`src/rtl/eth_mac_rx_frame.sv`:
```
// eth_mac_rx_frame: GMII receive framer with preamble/SFD detection, DA filter, CRC32 check, FCS strip and timeout
module eth_mac_rx_frame #(
  parameter bit          C_FILTER_EN = 1'b1,
  parameter logic [47:0] C_LOCAL_MAC = 48'h0102_0304_0506,
  parameter int          C_TIMEOUT   = 3000
) (
  input  logic       rx_mac_aclk,
  input  logic       rx_mac_aresetn,
  input  logic       gmii_rx_dv,
  input  logic       gmii_rx_er,
  input  logic [7:0] gmii_rxd,
  output logic [7:0] rx_axis_mac_tdata,
  output logic       rx_axis_mac_tvalid,
  output logic       rx_axis_mac_tlast,
  output logic       rx_axis_mac_tuser,
  output logic       rx_frame_good,
  output logic       rx_frame_bad,
  output logic       rx_frame_filtered
);
  localparam int CW = $clog2(C_TIMEOUT + 1);
  typedef enum logic [2:0] {IDLE, PREAMBLE, DATA, FLUSH, DROP} state_t;
  state_t          state;
  logic [5:0][7:0] dly;
  logic [31:0]     crc, crc_nxt;
  logic [CW-1:0]   cnt;
  logic            err, bad_q, flush_1, wait_idle;
  logic [47:0]     da;
  logic            da_ok;
  always_comb begin
    crc_nxt = crc ^ {24'h0, gmii_rxd};
    for (int i = 0; i < 8; i++) crc_nxt = crc_nxt[0] ? (crc_nxt >> 1) ^ 32'hEDB8_8320 : crc_nxt >> 1;
  end
  // dly[4] holds DA byte 0 when byte 5 is on the wire
  assign da    = {dly[4:0], gmii_rxd};
  assign da_ok = !C_FILTER_EN || da == C_LOCAL_MAC || &da;
  always_ff @(posedge rx_mac_aclk or negedge rx_mac_aresetn) begin
    if (!rx_mac_aresetn) begin
      state              <= IDLE;
      dly                <= '0;
      crc                <= '0;
      cnt                <= '0;
      err                <= 1'b0;
      bad_q              <= 1'b0;
      flush_1            <= 1'b0;
      wait_idle          <= 1'b1;
      rx_axis_mac_tdata  <= '0;
      rx_axis_mac_tvalid <= 1'b0;
      rx_axis_mac_tlast  <= 1'b0;
      rx_axis_mac_tuser  <= 1'b0;
      rx_frame_good      <= 1'b0;
      rx_frame_bad       <= 1'b0;
      rx_frame_filtered  <= 1'b0;
    end else begin
      rx_axis_mac_tvalid <= 1'b0;
      rx_axis_mac_tlast  <= 1'b0;
      rx_axis_mac_tuser  <= 1'b0;
      rx_frame_good      <= 1'b0;
      rx_frame_bad       <= 1'b0;
      rx_frame_filtered  <= 1'b0;
      if (!gmii_rx_dv) wait_idle <= 1'b0;
      case (state)
        IDLE: if (gmii_rx_dv) state <= (gmii_rxd == 8'h55 && !wait_idle) ? PREAMBLE : DROP;
        PREAMBLE: begin
          if (!gmii_rx_dv) state <= IDLE;
          else if (gmii_rxd == 8'hD5) begin
            state <= DATA;
            crc   <= '1;
            cnt   <= '0;
            err   <= 1'b0;
          end else if (gmii_rxd != 8'h55) state <= DROP;
        end
        DATA: begin
          if (gmii_rx_dv) begin
            dly                <= {dly[4:0], gmii_rxd};
            crc                <= crc_nxt;
            cnt                <= cnt + 1'b1;
            err                <= err | gmii_rx_er;
            rx_axis_mac_tdata  <= dly[5];
            rx_axis_mac_tvalid <= cnt >= CW'(6);
            if (cnt == CW'(5) && !da_ok) begin
              rx_frame_filtered <= 1'b1;
              state             <= DROP;
            end else if (cnt == CW'(C_TIMEOUT - 1)) begin
              rx_axis_mac_tlast <= 1'b1;
              rx_axis_mac_tuser <= 1'b1;
              rx_frame_bad      <= 1'b1;
              state             <= DROP;
            end
          end else if (cnt >= CW'(7)) begin
            dly                <= {dly[4:0], 8'h00};
            rx_axis_mac_tdata  <= dly[5];
            rx_axis_mac_tvalid <= 1'b1;
            bad_q              <= crc != 32'hDEBB_20E3 || err || cnt < CW'(64);
            flush_1            <= 1'b1;
            state              <= FLUSH;
          end else begin
            rx_frame_bad <= 1'b1;
            state        <= IDLE;
          end
        end
        FLUSH: begin
          flush_1 <= 1'b0;
          if (flush_1) begin
            rx_axis_mac_tdata  <= dly[5];
            rx_axis_mac_tvalid <= 1'b1;
            rx_axis_mac_tlast  <= 1'b1;
            rx_axis_mac_tuser  <= bad_q;
            rx_frame_good      <= !bad_q;
            rx_frame_bad       <= bad_q;
          end else state <= IDLE;
        end
        default: if (!gmii_rx_dv) state <= IDLE;
      endcase
    end
  end
endmodule
```
`config.mk`:
```
export PLATFORM = sky130hd
export DESIGN_NAME = eth_mac_rx_frame
export DESIGN_NICKNAME = d
export VERILOG_FILES = /design/src/rtl/eth_mac_rx_frame.sv
export SDC_FILE = /design/constraint.sdc
export NUM_CORES = 1
export LEC_CHECK = 0
export CAP_MARGIN = 0
export CORE_ASPECT_RATIO = 1.4
export CORE_MARGIN = 8
export CORE_UTILIZATION = 25
export DETAILED_ROUTE_END_ITERATION = 7
export SETUP_SLACK_MARGIN = 0.5
export SYNTH_ARGS = -nofsm -noshare
export SYNTH_HDL_FRONTEND = slang
export SYNTH_SLANG_ARGS = --single-unit
export TNS_END_PERCENT = 50
```
`constraint.sdc`:
```
create_clock -name rx_mac_aclk -period 2 [get_ports rx_mac_aclk]
set_clock_uncertainty 0.2 [all_clocks]
set_input_delay 0.4 -clock rx_mac_aclk [delete_from_list [all_inputs] [get_ports rx_mac_aclk]]
set_output_delay 0.4 -clock rx_mac_aclk [all_outputs]
set_load 0.005 [all_outputs]
```
==> impl_metrics.toml <==
[yosys]
synth_warnings = 0
synth_top_cell_by_area = "dfrtp_1"
synthesis.nets = 491
synthTopCellsByArea = "dfrtp_1 50%, mux2_2 8.3%, xnor2_1 6.0%, xor2_1 4.2%, nor2_1 3.4%"
synth_ff_type = "dfrtp_1"
syn_area_per_cell_um2 = 11.7
seq_area_frac_synth_pct = 50.6
synthCells = 476
synth_cell_types = 53
syn_area_um2 = 5590
synth_top_area_share_pct = 50.2
synth_edf_count = 0
synth-seq-cells = 113
async_reset_ff_share_pct = 100

[setup_path]
worstSetupStartpointType = "flip-flop"
cp_max_fo = 5
critPathCaptureType = "flip-flop"
cp_top_family = "simple AND/OR/NAND/NOR gates"
worstSetupPathType = "reg -> reg"
path_cells = "nor4_4, and3_4, nand2_4, o21ai_4, buf_12, buf_12, buf_6, buf_12, mux2_4"
slowest_stage = "dfrtp_1"
critPathRequiredTime_ns = 2.10
crit_path_frequent_cell = "buf_12"
cpPeakStageDelay_ns = 0.41
worst-path-buf-inv = 4
critPathArrivalTime_ns = 2.45

[finish]
layout-drive-gt1-share_pct = 50.8
final_cells = 992
nets = 697
fillerInstances = 2045
area_delta_synth_final_pct = 61.2
n_antenna_cell = 0
final_area_um2 = 9000

[sta]
finalHoldViolations = 0
maxSlewHeadroom_pct = 67.4
slew_viol_final = 0
setup_viol = 75
hold_ws_ns = 0.252
setup_ws_ns = -0.352
tightest_slew_ns = 0.482
fin_crit_ns = 2.35
finalCritPeriodShare_pct = 118
fmax_mhz = 425
rsz0062_at_grt = "true"

[detailed_routing]
first_pass_iters = 4
antenna_left = 0
drc = 0
drt_iter0_markers = 246
wl_um = 17400
vias_per_cell = 4.56
wl_per_cell_um = 17.6
vias = 4527

[placement]
hpwlAfterDp_um = 11600
io_buffers = 25
place_area_um2 = 7500
gp_congestion = 0.792
dp_worst_setup_slack_ns = -0.906
dp.cells = 919

[grt]
antenna_found_initial = 0
grt_use_total_pct = 13.1
grt_pass1_vias = 4980
grt_pass1_wl_um = 27200
grt_overflow = 0
grt_max_degree = 37

[run_status]
violations = "negative setup slack"
status = "finished, violations left"

[pwr]
sw_frac_of_total_pct = 34.7
p_clk_share_pct = 26.5
power_density_nw_per_um2 = 1320
pwr-share-seq_pct = 26.3
intPower_w = 0.00776
p_switching_w = 0.00412
ir_worst_vdd_v = 0.000739
leakage_nw = 4.27
combPwrFrac_pct = 47.2

[floorplan]
die_w_um = 142
start_util_pct = 25.5
dieArea_um2 = 27500
core_um2 = 21900
ios = 26
die_height_um = 193
rows = 64

[clock_network]
worstSkewPairLatency_ns = 0.42
htreeDepth = 4
cts_root_buf = "clkbuf_16"
cts_buffers = 17
path_clk_slew_ns = 0.06
cts_tree = "built"
clockBufferDepth = 2
cts.sinks = 113

[min_path]
min_path_type = "in -> async"

[job]
cap_viol_max_count = 0
[stage by stage]
stage,utilization (%),power (W),TNS [ns]
3_5_place_dp,34.2,0.00816,-44.97
2_1_floorplan,-,0.00619,-3.21
4_1_cts,40.1,0.0117,-12.78
5_1_grt,41.0,0.0124,-21.09
6_report,41.0,0.0119,-15.86
3_3_place_gp,34.2,0.00812,-42.57
[final cells by class]
type	count	area (um^2)	area share, %
repair buffers	207	1990	22.1
clock buffers	17	425	4.72
multi-input cells	339	3180	35.3
clock inverters	15	184	2.04
flip-flops and latches	113	2830	31.5
inverters	4	15.0	0.167
well taps	297	372	4.13
[timing repair]
action | in CTS | in global routing
endpoints found under the setup margin | 126 | 126
gates cloned | 8 | 0
resized for setup | 141 | 35
hold buffers | 1 | 0
hold endpoints to repair | 18 | 0
pin swaps | 38 | 28
buffers inserted | 24 | 8
[layer usage]
| layer | wire [um] | vias to the layer above | global-route usage, % |
|---|---|---|---|
| met2 | 9990 | 91 | 25.5 |
| met5 | 0 | - | 0 |
| met4 | 566 | 0 | 6.27 |
| li1 | - | 2112 | - |
| met3 | 490 | 38 | 2.57 |
| met1 | 6400 | 2286 | 12.9 |
[flip-flops by register name, summed over array words and instances, names as in the netlist, 3 cells and up]
register / count
rx_axis_mac_tdata: 8
state: 3
crc: 32
cnt: 12
da: 40
dly: 8
[final timing paths]
check | start | endpoint | slack (ns) | cells past startpoint
setup / recovery | cnt[11] | dly[47] | -0.35 | 9
hold / removal | rx_mac_aresetn | crc[2] | 0.25 | 2
setup reg to reg | cnt[11] | dly[47] | -0.35 | 9
hold reg to reg | bad_q | rx_frame_good | 0.31 | 1
max in group asynchronous | rx_mac_aresetn | wait_idle | 0.76 | 3
min in group rx_mac_aclk | bad_q | rx_frame_good | 0.31 | 1
[power by group through the flow]
stage	combinational (W)	clock (W)	sequential (W)
floorplan	0.00318	0	0.00302
global placement	0.00503	0	0.00309
detailed placement	0.00506	0	0.00310
CTS	0.00540	0.00319	0.00311
global route	0.00595	0.00330	0.00318
finish	0.00560	0.00314	0.00313
[cells in the mapped netlist, types with 2 or more instances]
master    count
buf_1         2
ha_1          3
nor4_1       13
xnor2_4       5
nor4b_1       3
mux2_2       41
mux2_1        8
o22a_1        3
nand3_1      11
o211ai_1      2
and3_1        4
xor2_1       27
nor3_1        8
nor4bb_1      2
a22o_1        8
or3_1         4
o22ai_1       2
o21ai_0       9
nand4_1      17
and2_1        2
nand3b_1      2
and4_1        3
a21oi_1      32
a31oi_1       3
xnor2_1      38
inv_1         4
dfrtp_1     112
clkbuf_1      6
xnor2_2       9
nor2_1       50
nand2_1      12
buf_2        10
[logic make-up (layout without fill, tap and decap cells)]
group | count (synthesis) | count (layout) | synth area share (%)
and+or+nand+nor | 142 | 142 | 13.8
xor gates and xnor gates | 79 | 79 | 15.3
muxes | 49 | 49 | 9.87
DFF | 113 | 113 | 50.6
buffers and inverters | 24 | 243 | 2.04
AOI/OAI and AO/OA | 66 | 66 | 7.75
adders and majority gates | 3 | 3 | 0.672
[cell usage in the layout, fill, tap and decap left out, types with 6 or more instances in the layout]
cell	n
dlygate4sd2_1	8
buf_12	13
nand4_1	17
nor3_1	6
clkbuf_16	17
dfrtp_1	108
a22o_1	8
buf_4	130
buf_2	12
a21oi_1	28
xor2_1	26
mux2_4	48
nor2_1	36
nor4_1	6
nor2_2	11
buf_16	8
nor4_2	6
nand2_1	11
xnor2_4	9
nand3_1	9
buf_6	32
xnor2_1	35
xnor2_2	8
[worst register-to-register path: cells and delay by family, from the launching register on]
family | cells | cell delay (ns)
and+or+nand+nor | 3 | 0.66
AOI/OAI and AO/OA | 1 | 0.18
muxes | 1 | 0.30
DFF | 1 | 0.41
buffers and inverters | 4 | 0.47
Power figures use the tool's default switching activity.
